===== config.mk =====
export PLATFORM = sky130hd
export DESIGN_NAME = key_action_mapper
export DESIGN_NICKNAME = d
export VERILOG_FILES = /design/src/rtl/key_action_mapper.sv
export SDC_FILE = /design/constraint.sdc
export NUM_CORES = 1
export LEC_CHECK = 0
export ABC_CLOCK_PERIOD_IN_PS = 6340
export CAP_MARGIN = 20
export CORE_ASPECT_RATIO = 1.25
export CORE_UTILIZATION = 50
export DETAILED_ROUTE_END_ITERATION = 6
export PLACE_DENSITY_LB_ADDON = 0.05
export RECOVER_POWER = 100
export SYNTH_ARGS = -nofsm -noshare
export SYNTH_HDL_FRONTEND = slang
export SYNTH_SLANG_ARGS = --single-unit
export TNS_END_PERCENT = 30

===== constraint.sdc =====
create_clock -name Clock -period 6.34 [get_ports Clock]
set_clock_uncertainty 0.15 [all_clocks]
set_input_delay 0.634 -clock Clock [delete_from_list [all_inputs] [get_ports Clock]]
set_output_delay 0.634 -clock Clock [all_outputs]
set_load 0.02 [all_outputs]

===== src/rtl/key_action_mapper.sv =====
// Maps the held PS/2 scancode onto NUM_KEYS action channels with per-channel
// press/release/level/toggle modes, enable gating and a shared auto-repeat timer.
//
// state   | meaning
// --------+-----------------------------------------------------------------
// IDLE    | channel's key not held (or not yet evaluated)
// DOWN    | accepted press, key still held
// BLOCKED | key went down while channel disabled; ignored until released
module key_action_mapper #(
    parameter int NUM_KEYS        = 8,
    parameter int CLOCK_FREQUENCY = 25000000,
    parameter int REPEAT_DELAY    = CLOCK_FREQUENCY / 2,
    parameter int REPEAT_PERIOD   = CLOCK_FREQUENCY / 10
) (
    input  logic                      Clock,
    input  logic                      reset,
    input  logic [7:0]                kbData,
    input  logic [8*NUM_KEYS-1:0]     keyCodes,
    input  logic [2*NUM_KEYS-1:0]     keyMode,
    input  logic [NUM_KEYS-1:0]       keyEnable,
    input  logic [NUM_KEYS-1:0]       clearToggle,
    output logic [NUM_KEYS-1:0]       actions,
    output logic [NUM_KEYS-1:0]       repeatPulse,
    output logic                      anyPressed,
    output logic [$clog2(NUM_KEYS):0] activeKey
);

    localparam int AW = $clog2(NUM_KEYS) + 1;
    localparam int CW = $clog2(REPEAT_DELAY + 1);

    localparam logic [1:0] MODE_PRESS   = 2'b00;
    localparam logic [1:0] MODE_RELEASE = 2'b01;
    localparam logic [1:0] MODE_LEVEL   = 2'b10;
    localparam logic [1:0] MODE_TOGGLE  = 2'b11;

    typedef enum logic [1:0] {
        ST_IDLE    = 2'b00,
        ST_DOWN    = 2'b01,
        ST_BLOCKED = 2'b10
    } key_state_t;

    key_state_t          state   [NUM_KEYS];
    key_state_t          state_d [NUM_KEYS];
    logic [NUM_KEYS-1:0] toggle;
    logic [NUM_KEYS-1:0] toggle_d;
    logic [NUM_KEYS-1:0] actions_d;
    logic [NUM_KEYS-1:0] repeat_d;
    logic [NUM_KEYS-1:0] press;
    logic                any_d;
    logic [AW-1:0]       active_d;
    logic [CW-1:0]       rpt_cnt;
    logic [CW-1:0]       rpt_cnt_d;

    always_comb begin : next_state
        logic       taken;
        logic       matched;
        logic       released;
        logic [1:0] mode;
        logic [1:0] active_mode;
        int         active_idx;

        taken       = 1'b0;
        matched     = 1'b0;
        released    = 1'b0;
        mode        = MODE_PRESS;
        active_mode = MODE_PRESS;
        active_idx  = 0;
        press       = '0;
        toggle_d    = toggle;
        actions_d   = '0;
        repeat_d    = '0;
        any_d       = 1'b0;
        active_d    = '1;
        rpt_cnt_d   = rpt_cnt;

        for (int i = 0; i < NUM_KEYS; i++) begin
            matched    = (kbData == keyCodes[8*i +: 8]) && (keyCodes[8*i +: 8] != 8'h00);
            mode       = keyMode[2*i +: 2];
            released   = 1'b0;
            state_d[i] = state[i];
            case (state[i])
                ST_IDLE: begin
                    // a lower-indexed channel sharing the code claims it, whatever its state
                    if (matched && !taken) begin
                        state_d[i] = keyEnable[i] ? ST_DOWN : ST_BLOCKED;
                        press[i]   = keyEnable[i];
                    end
                end
                ST_DOWN: begin
                    if (!matched) begin
                        state_d[i] = ST_IDLE;
                        released   = 1'b1;
                    end
                end
                ST_BLOCKED: begin
                    if (!matched) state_d[i] = ST_IDLE;
                end
                default: state_d[i] = ST_IDLE;
            endcase
            taken = taken | matched;

            if (clearToggle[i])
                toggle_d[i] = 1'b0;
            else if (press[i] && mode == MODE_TOGGLE)
                toggle_d[i] = ~toggle[i];

            case (mode)
                MODE_PRESS:   actions_d[i] = press[i];
                MODE_RELEASE: actions_d[i] = released;
                MODE_LEVEL:   actions_d[i] = (state_d[i] == ST_DOWN);
                default:      actions_d[i] = toggle_d[i];
            endcase
        end

        for (int i = NUM_KEYS - 1; i >= 0; i--) begin
            if (state_d[i] == ST_DOWN) begin
                any_d       = 1'b1;
                active_d    = AW'(i);
                active_idx  = i;
                active_mode = keyMode[2*i +: 2];
            end
        end

        // zero means the timer is parked; it holds its value if the mode leaves press-pulse
        if (|press)
            rpt_cnt_d = CW'(REPEAT_DELAY);
        else if (!any_d)
            rpt_cnt_d = '0;
        else if (active_mode == MODE_PRESS && rpt_cnt != '0) begin
            if (rpt_cnt == CW'(1)) begin
                repeat_d[active_idx] = 1'b1;
                rpt_cnt_d            = CW'(REPEAT_PERIOD);
            end else begin
                rpt_cnt_d = rpt_cnt - CW'(1);
            end
        end
    end

    always_ff @(posedge Clock or negedge reset) begin
        if (!reset) begin
            for (int i = 0; i < NUM_KEYS; i++) state[i] <= ST_IDLE;
            toggle      <= '0;
            actions     <= '0;
            repeatPulse <= '0;
            anyPressed  <= 1'b0;
            activeKey   <= '1;
            rpt_cnt     <= '0;
        end else begin
            for (int i = 0; i < NUM_KEYS; i++) state[i] <= state_d[i];
            toggle      <= toggle_d;
            actions     <= actions_d;
            repeatPulse <= repeat_d;
            anyPressed  <= any_d;
            activeKey   <= active_d;
            rpt_cnt     <= rpt_cnt_d;
        end
    end

endmodule


==> out/results.tsv, run 1 <==
metric	value	unit
failed_checks	max-capacitance violations, max-slew violations	
r2r-start	rpt_cnt[3]	
path_cells	dlygate4sd3_1, xor2_1, nor4_1, nand3_1, a2111oi_0, o221ai_1, o311a_1, o22ai_1, a41oi_4, nor2_1, nand2_2, o31ai_1	
fill_cells	895	
ys_warn_count	0	
die_area	11700	um2
cap_violations	1	
crit_type	input port to register	
rsz0062_at_grt	false	
hold_viol_final	0	
swShare	43.9	%
p_leak	3.03	nW
first_global_vias	5505	
ys_ff_latch	69	
pwr-share-seq	25.4	%
clock_latency	340	ps
synth-main-ff-cell	dfrtp_1	
holdPathEnd	rpt_cnt[6]	
gr-total-overflow	0	
worst_r2r_path_depth	12	
core	10800	um2
syn_inst	659	
drc	0	
dp_hpwl	12400	um
synth_area_leaders	dfrtp_1 (29%), xor2_1 (8.9%), ha_1 (5.8%)	
internal_power	1.28	mW
multi_input_area	3550	um2
postSynthAreaPerCell	8.54	um2
status	finished with violations	
slowest_stage	dlygate4sd3_1	
cts_buffer_depth	2	
synth.top_cell.area_share	28.9	%
ioPinCount	127	
p_sw	1.00	mW
clkPwrFrac	23.6	%
drive_gt1_share	5.63	%
fin_crit_sh	88.9	%
postCtsSetupBuffers	0	
fin_crit	5640	ps
worstSetupEndpointType	register	
synth-edff-count	0	
drv_slew	70	
drtAntennaViolNets	0	
h-tree-depth	3	
firstDrtPassIters	5	
mappedNetlistNets	791	
setup_violations	0	
syn_area	5630	um2
viasPerCell	6.04	
portBuffers	126	
holdWs	363	ps
tns	0	ps
vias	5517	
clk_pin_slew	60	ps
min_from	rpt_cnt[6]	
rrSetupSlack	1760	ps
drtIter0Drc	281	
irDropWorstVdd	0.187	mV
yosysUniqueCellTypes	77	
area_growth	27.1	%
finalPower	2.28	mW
yosys-top-cells-count	nor2_1 (80), dfrtp_1 (65), xor2_1 (57), a21oi_1 (50), nand2_1 (50)	
pwr_density_cell	319	nW/um2
cts_hold_buf	0	
hold_class	register to register	
setup.worst_path.start_class	input port	
dieHeight	121	um
slowest_delay	1030	ps
fp.dieW	96.9	um
slew_headroom	-148	%
synth_area_leader_cell	dfrtp_1	
cp.required	6430	ps
track_usage	27.2	%
initial_core_util	52.2	%
tightest_slew	3720	ps
arrival	5730	ps
register_area	1730	um2
cp_max_fo	15	
cts_made_buffers	9	
gp_congestion	0.936	
cts.sinks	69	
grt_pass1_wl	25500	um
holdPathStages	1	
ctsResizeCount	0	
post-synth-top-count-cell	nor2_1	
drt-total-wl	15600	um
synth-async-reset-ratio	100	%
fin_nets	909	
reg2reg_to	rpt_cnt[15]	
root_buffer	clkbuf_16	
antenna_found_initial	0	
max_freq	177	MHz
wl_per_cell	17.1	um
cts_tree	built	
grt_max_degree	70	
std_cell_rows	42	
ys_seq_area_share	30.8	%
antenna_cells	0	
power_frac_comb	51.0	%
## routing by layer
layer,share of wire [%],vias to the layer above,track usage [%]
met2,53,195,52.0
met5,0,-,0
met4,4.3,0,14.6
met3,4.3,51,4.05
li1,-,2645,-
met1,38,2626,28.3
## critical path: cells and delay by family
family	cells	cell delay [ps]
buffers and inverters	1	1030
AND/OR/NAND/NOR	4	1680
AO/OA/AOI/OAI	6	2230
XOR/XNOR	1	150
## stage by stage
stage / area, um2 / setup slack, ps / util (%) / std cells
floorplan: 5630 / 2360 / - / 659
global route: 7150 / 369 / 66.4 / 913
finish: 7150 / 705 / 66.4 / 913
CTS: 7220 / 1150 / 67.0 / 913
global placement: 6900 / 1010 / 64.1 / 898
detailed placement: 6900 / 842 / 64.1 / 898
## cells by family after synthesis
kind of cell | count (synthesis) | share of synthesized area [%]
and+or+nand+nor | 269 | 25.4
AOI/OAI and AO/OA | 169 | 21.5
xor gates and xnor gates | 66 | 10.5
muxes | 5 | 0.934
adders and majority gates | 26 | 5.78
buffers and inverters | 55 | 5.12
DFF | 69 | 30.8
## state kept, by name (all words and copies together) (netlist names)
name / flops
rpt_cnt: 24
state: 16
actions: 8
repeatPulse: 8
toggle: 8
activeKey: 4
anyPressed: 1
## how the worst max path moves through the flow
| stage | start | endpoint | slack (ps) |
|---|---|---|---|
| finish | kbData[4] | rpt_cnt[14] | 700 |
| global route | kbData[4] | rpt_cnt[15] | 370 |
| CTS | kbData[5] | rpt_cnt[15] | 1150 |
| detailed placement | kbData[4] | rpt_cnt[14] | 840 |
| global placement | kbData[4] | rpt_cnt[22] | 1010 |
| floorplan | kbData[4] | rpt_cnt[3] | 2360 |
## power groups by stage
stage / Clock [mW] / Combinational [mW] / Sequential [mW]
2_1_floorplan: 0 / 0.863 / 0.589
3_3_place_gp: 0 / 1.13 / 0.582
3_5_place_dp: 0 / 1.17 / 0.585
4_1_cts: 0.545 / 1.18 / 0.579
5_1_grt: 0.560 / 1.29 / 0.588
6_report: 0.540 / 1.16 / 0.580
## layout by cell type (no fill, tap or decap), types with 9 or more instances in the layout
cell type,n
clkdlybuf4s50_1,103
nor2_1,82
dfrtp_1,65
xor2_1,57
nand2_1,51
a21oi_1,50
inv_1,34
ha_1,26
o21ai_0,25
nor4_1,24
nor3_1,23
nand3_1,22
dlygate4sd3_1,22
o21ai_1,11
nand4_1,9
clkbuf_16,9
## final cells by class
cell class                 instances  area share, %
clock buffer                       9           3.15
multi-input combinational        535           49.6
tap                              132           2.31
clock inverter                     6           1.24
inverter                          34           1.78
timing repair buffer             128           17.7
sequential                        69           24.2
Power figures use the tool's default switching activity.
==> run 2: changes to the inputs <==
--- a/config.mk
+++ b/config.mk
@@ -12,6 +12,7 @@
 export DETAILED_ROUTE_END_ITERATION = 6
 export PLACE_DENSITY_LB_ADDON = 0.05
 export RECOVER_POWER = 100
+export SLEW_MARGIN = 20
 export SYNTH_ARGS = -nofsm -noshare
 export SYNTH_HDL_FRONTEND = slang
 export SYNTH_SLANG_ARGS = --single-unit
==> results of run 2 <==
The final DEF is identical to that of run 1; final timing and power are the same.
==> run 3: changes to the inputs <==
--- a/config.mk
+++ b/config.mk
@@ -5,7 +5,7 @@
 export SDC_FILE = /design/constraint.sdc
 export NUM_CORES = 1
 export LEC_CHECK = 0
-export ABC_CLOCK_PERIOD_IN_PS = 6340
+export ABC_CLOCK_PERIOD_IN_PS = 6800
 export CAP_MARGIN = 20
 export CORE_ASPECT_RATIO = 1.25
 export CORE_UTILIZATION = 50
==> constraint.sdc (replaced) <==
create_clock -name Clock -period 6.8 [get_ports Clock]
set_clock_uncertainty 0.15 [all_clocks]
set_input_delay 0.68 -clock Clock [delete_from_list [all_inputs] [get_ports Clock]]
set_output_delay 0.68 -clock Clock [all_outputs]
set_load 0.02 [all_outputs]
==> run 3 against run 2 <==
Net effect: the run still ends with max-capacitance violations, max-slew violations left; total power is 7.0% lower; sequential share of layout area about the same; clock power decreased by 8.7%; worst hold slack got worse by 13 ps; global-route usage rose by 0.12 points; combinational power down 6%; die area unchanged; flip-flop and latch count is the same; utilization decreased by 0.070 points.
==> out/results.tsv, run 3 (synthesis gave the netlist of run 1 again) <==
metric	value	unit
status	finished with violations	
failed_checks	max-capacitance violations, max-slew violations	
die_area	11700	um2
arrival	5890	ps
p_leak	3.02	nW
ioPinCount	127	
path_buf_inv	1	
setup_violations	0	
firstDrtPassIters	5	
clock_latency	340	ps
drtAntennaViolNets	0	
postCtsSetupBuffers	0	
top_regs	rpt_cnt (24), state (16)	
hold_viol_final	0	
cts_buffer_depth	2	
wl_per_cell	17.4	um
vias	5544	
rsz0062_at_grt	false	
p_sw	954	uW
root_buffer	clkbuf_16	
fp.dieW	96.9	um
power_frac_comb	51.3	%
dieHeight	121	um
cts_tree	built	
final_common_cell	clkdlybuf4s50_1	
path_cells	dlygate4sd3_1, xnor2_1, nand4_1, or4_1, nand4_1, nor2_1, a221oi_1, nor3b_1, or4_1, a41oi_4, nor2_1, nand2_2, o31ai_1	
cp.required	6900	ps
cts_hold_buf	0	
portBuffers	126	
cts.sinks	69	
tightest_slew	3810	ps
fin_crit_sh	85.2	%
setup.worst_path.start_class	input port	
clkPwrFrac	23.2	%
clk_pin_slew	60	ps
pwr-share-seq	25.5	%
h-tree-depth	3	
cp_max_fo	15	
slowest_stage	dlygate4sd3_1	
drt-total-wl	15900	um
worstSetupEndpointType	register	
ctsResizeCount	0	
cts_made_buffers	9	
drive_gt1_share	5.50	%
drc	0	
antenna_cells	0	
cap_violations	1	
drt-met1-wl	6070	um
internal_power	1.17	mW
wl_met3	731	um
final_cell_mix	clkdlybuf4s50_1 (103), nor2_1 (82), dfrtp_1 (65)	
holdWs	350	ps
met2_length	8460	um
dr.max_layer_used	met4	
viasPerCell	6.07	
largest_reg_flops	24	
tns	0	ps
initial_core_util	52.2	%
irDropWorstVdd	0.177	mV
slowest_delay	1020	ps
core	10800	um2
max_freq	173	MHz
gp_congestion	0.950	
fin_crit	5800	ps
drtIter0Drc	311	
slew_headroom	-154	%
cp_top_family	simple AND/OR/NAND/NOR gates	
drv_slew	70	
gr-total-overflow	0	
area_growth	27.0	%
finalPower	2.12	mW
fin_nets	909	
design_area	7140	um2
dp_hpwl	12600	um
grt_max_degree	70	
crit_type	input port to register	
grt_pass1_wl	25700	um
top_register	rpt_cnt	
antenna_found_initial	0	
std_cell_rows	42	
pwr_density_cell	297	nW/um2
hold_class	register to register	
swShare	44.9	%
first_global_vias	5560	
place_area	6900	um2
track_usage	27.3	%
[run 3: power groups by stage]
stage / combinational, mW / clock [mW] / sequential, mW
floorplan: 0.805 / 0 / 0.549
global placement: 1.06 / 0 / 0.543
detailed placement: 1.09 / 0 / 0.546
CTS: 1.10 / 0.497 / 0.540
global route: 1.21 / 0.511 / 0.548
finish: 1.09 / 0.493 / 0.541
[run 3: path summary, 6_finish.rpt]
kind	start	endpoint	slack, ps	cells past startpoint
setup / recovery	kbData[4]	rpt_cnt[22]	1000	13
hold / removal	rpt_cnt[22]	rpt_cnt[22]	350	2
setup reg to reg	rpt_cnt[3]	rpt_cnt[20]	2600	13
hold reg to reg	rpt_cnt[22]	rpt_cnt[22]	350	2
max in group asynchronous	reset	state[7]	2750	2
min in group asynchronous	reset	repeatPulse[3]	1610	2
[run 3: layout make-up]
| class | instances | area [um2] |
|---|---|---|
| fill | 901 | 3630 |
| multi-input combinational | 535 | 3540 |
| sequential | 69 | 1730 |
| timing repair buffer | 128 | 1270 |
| clock buffer | 9 | 225 |
| tap | 132 | 165 |
| inverter | 34 | 128 |
| clock inverter | 7 | 83.8 |
[run 3: stage by stage]
stage | utilization (%) | setup WS, ps | std cells
2_1_floorplan | - | 2770 | 659
3_3_place_gp | 64.1 | 1350 | 898
3_5_place_dp | 64.1 | 1160 | 898
4_1_cts | 66.9 | 1510 | 914
5_1_grt | 66.3 | 628 | 914
6_report | 66.3 | 1000 | 914
[run 3: worst register-to-register path, cell delays in order, from the launching register on]
cell and delay [ps]:
dfrtp_1 430, nor3_1 440, nand2_1 150, nor2_1 360, nand2_1 150, or3_1 350
nor3_1 370, nand2_1 230, nor3_1 220, buf_4 190, inv_1 80, a21oi_2 640
o21ai_0 220, o21ai_1 110
[run 3: per-layer routing]
metal	GRT usage, %	vias up
li1	-	2660
met1	28.2	2614
met2	52.5	222
met3	4.51	48
met4	13.9	0
met5	0	-
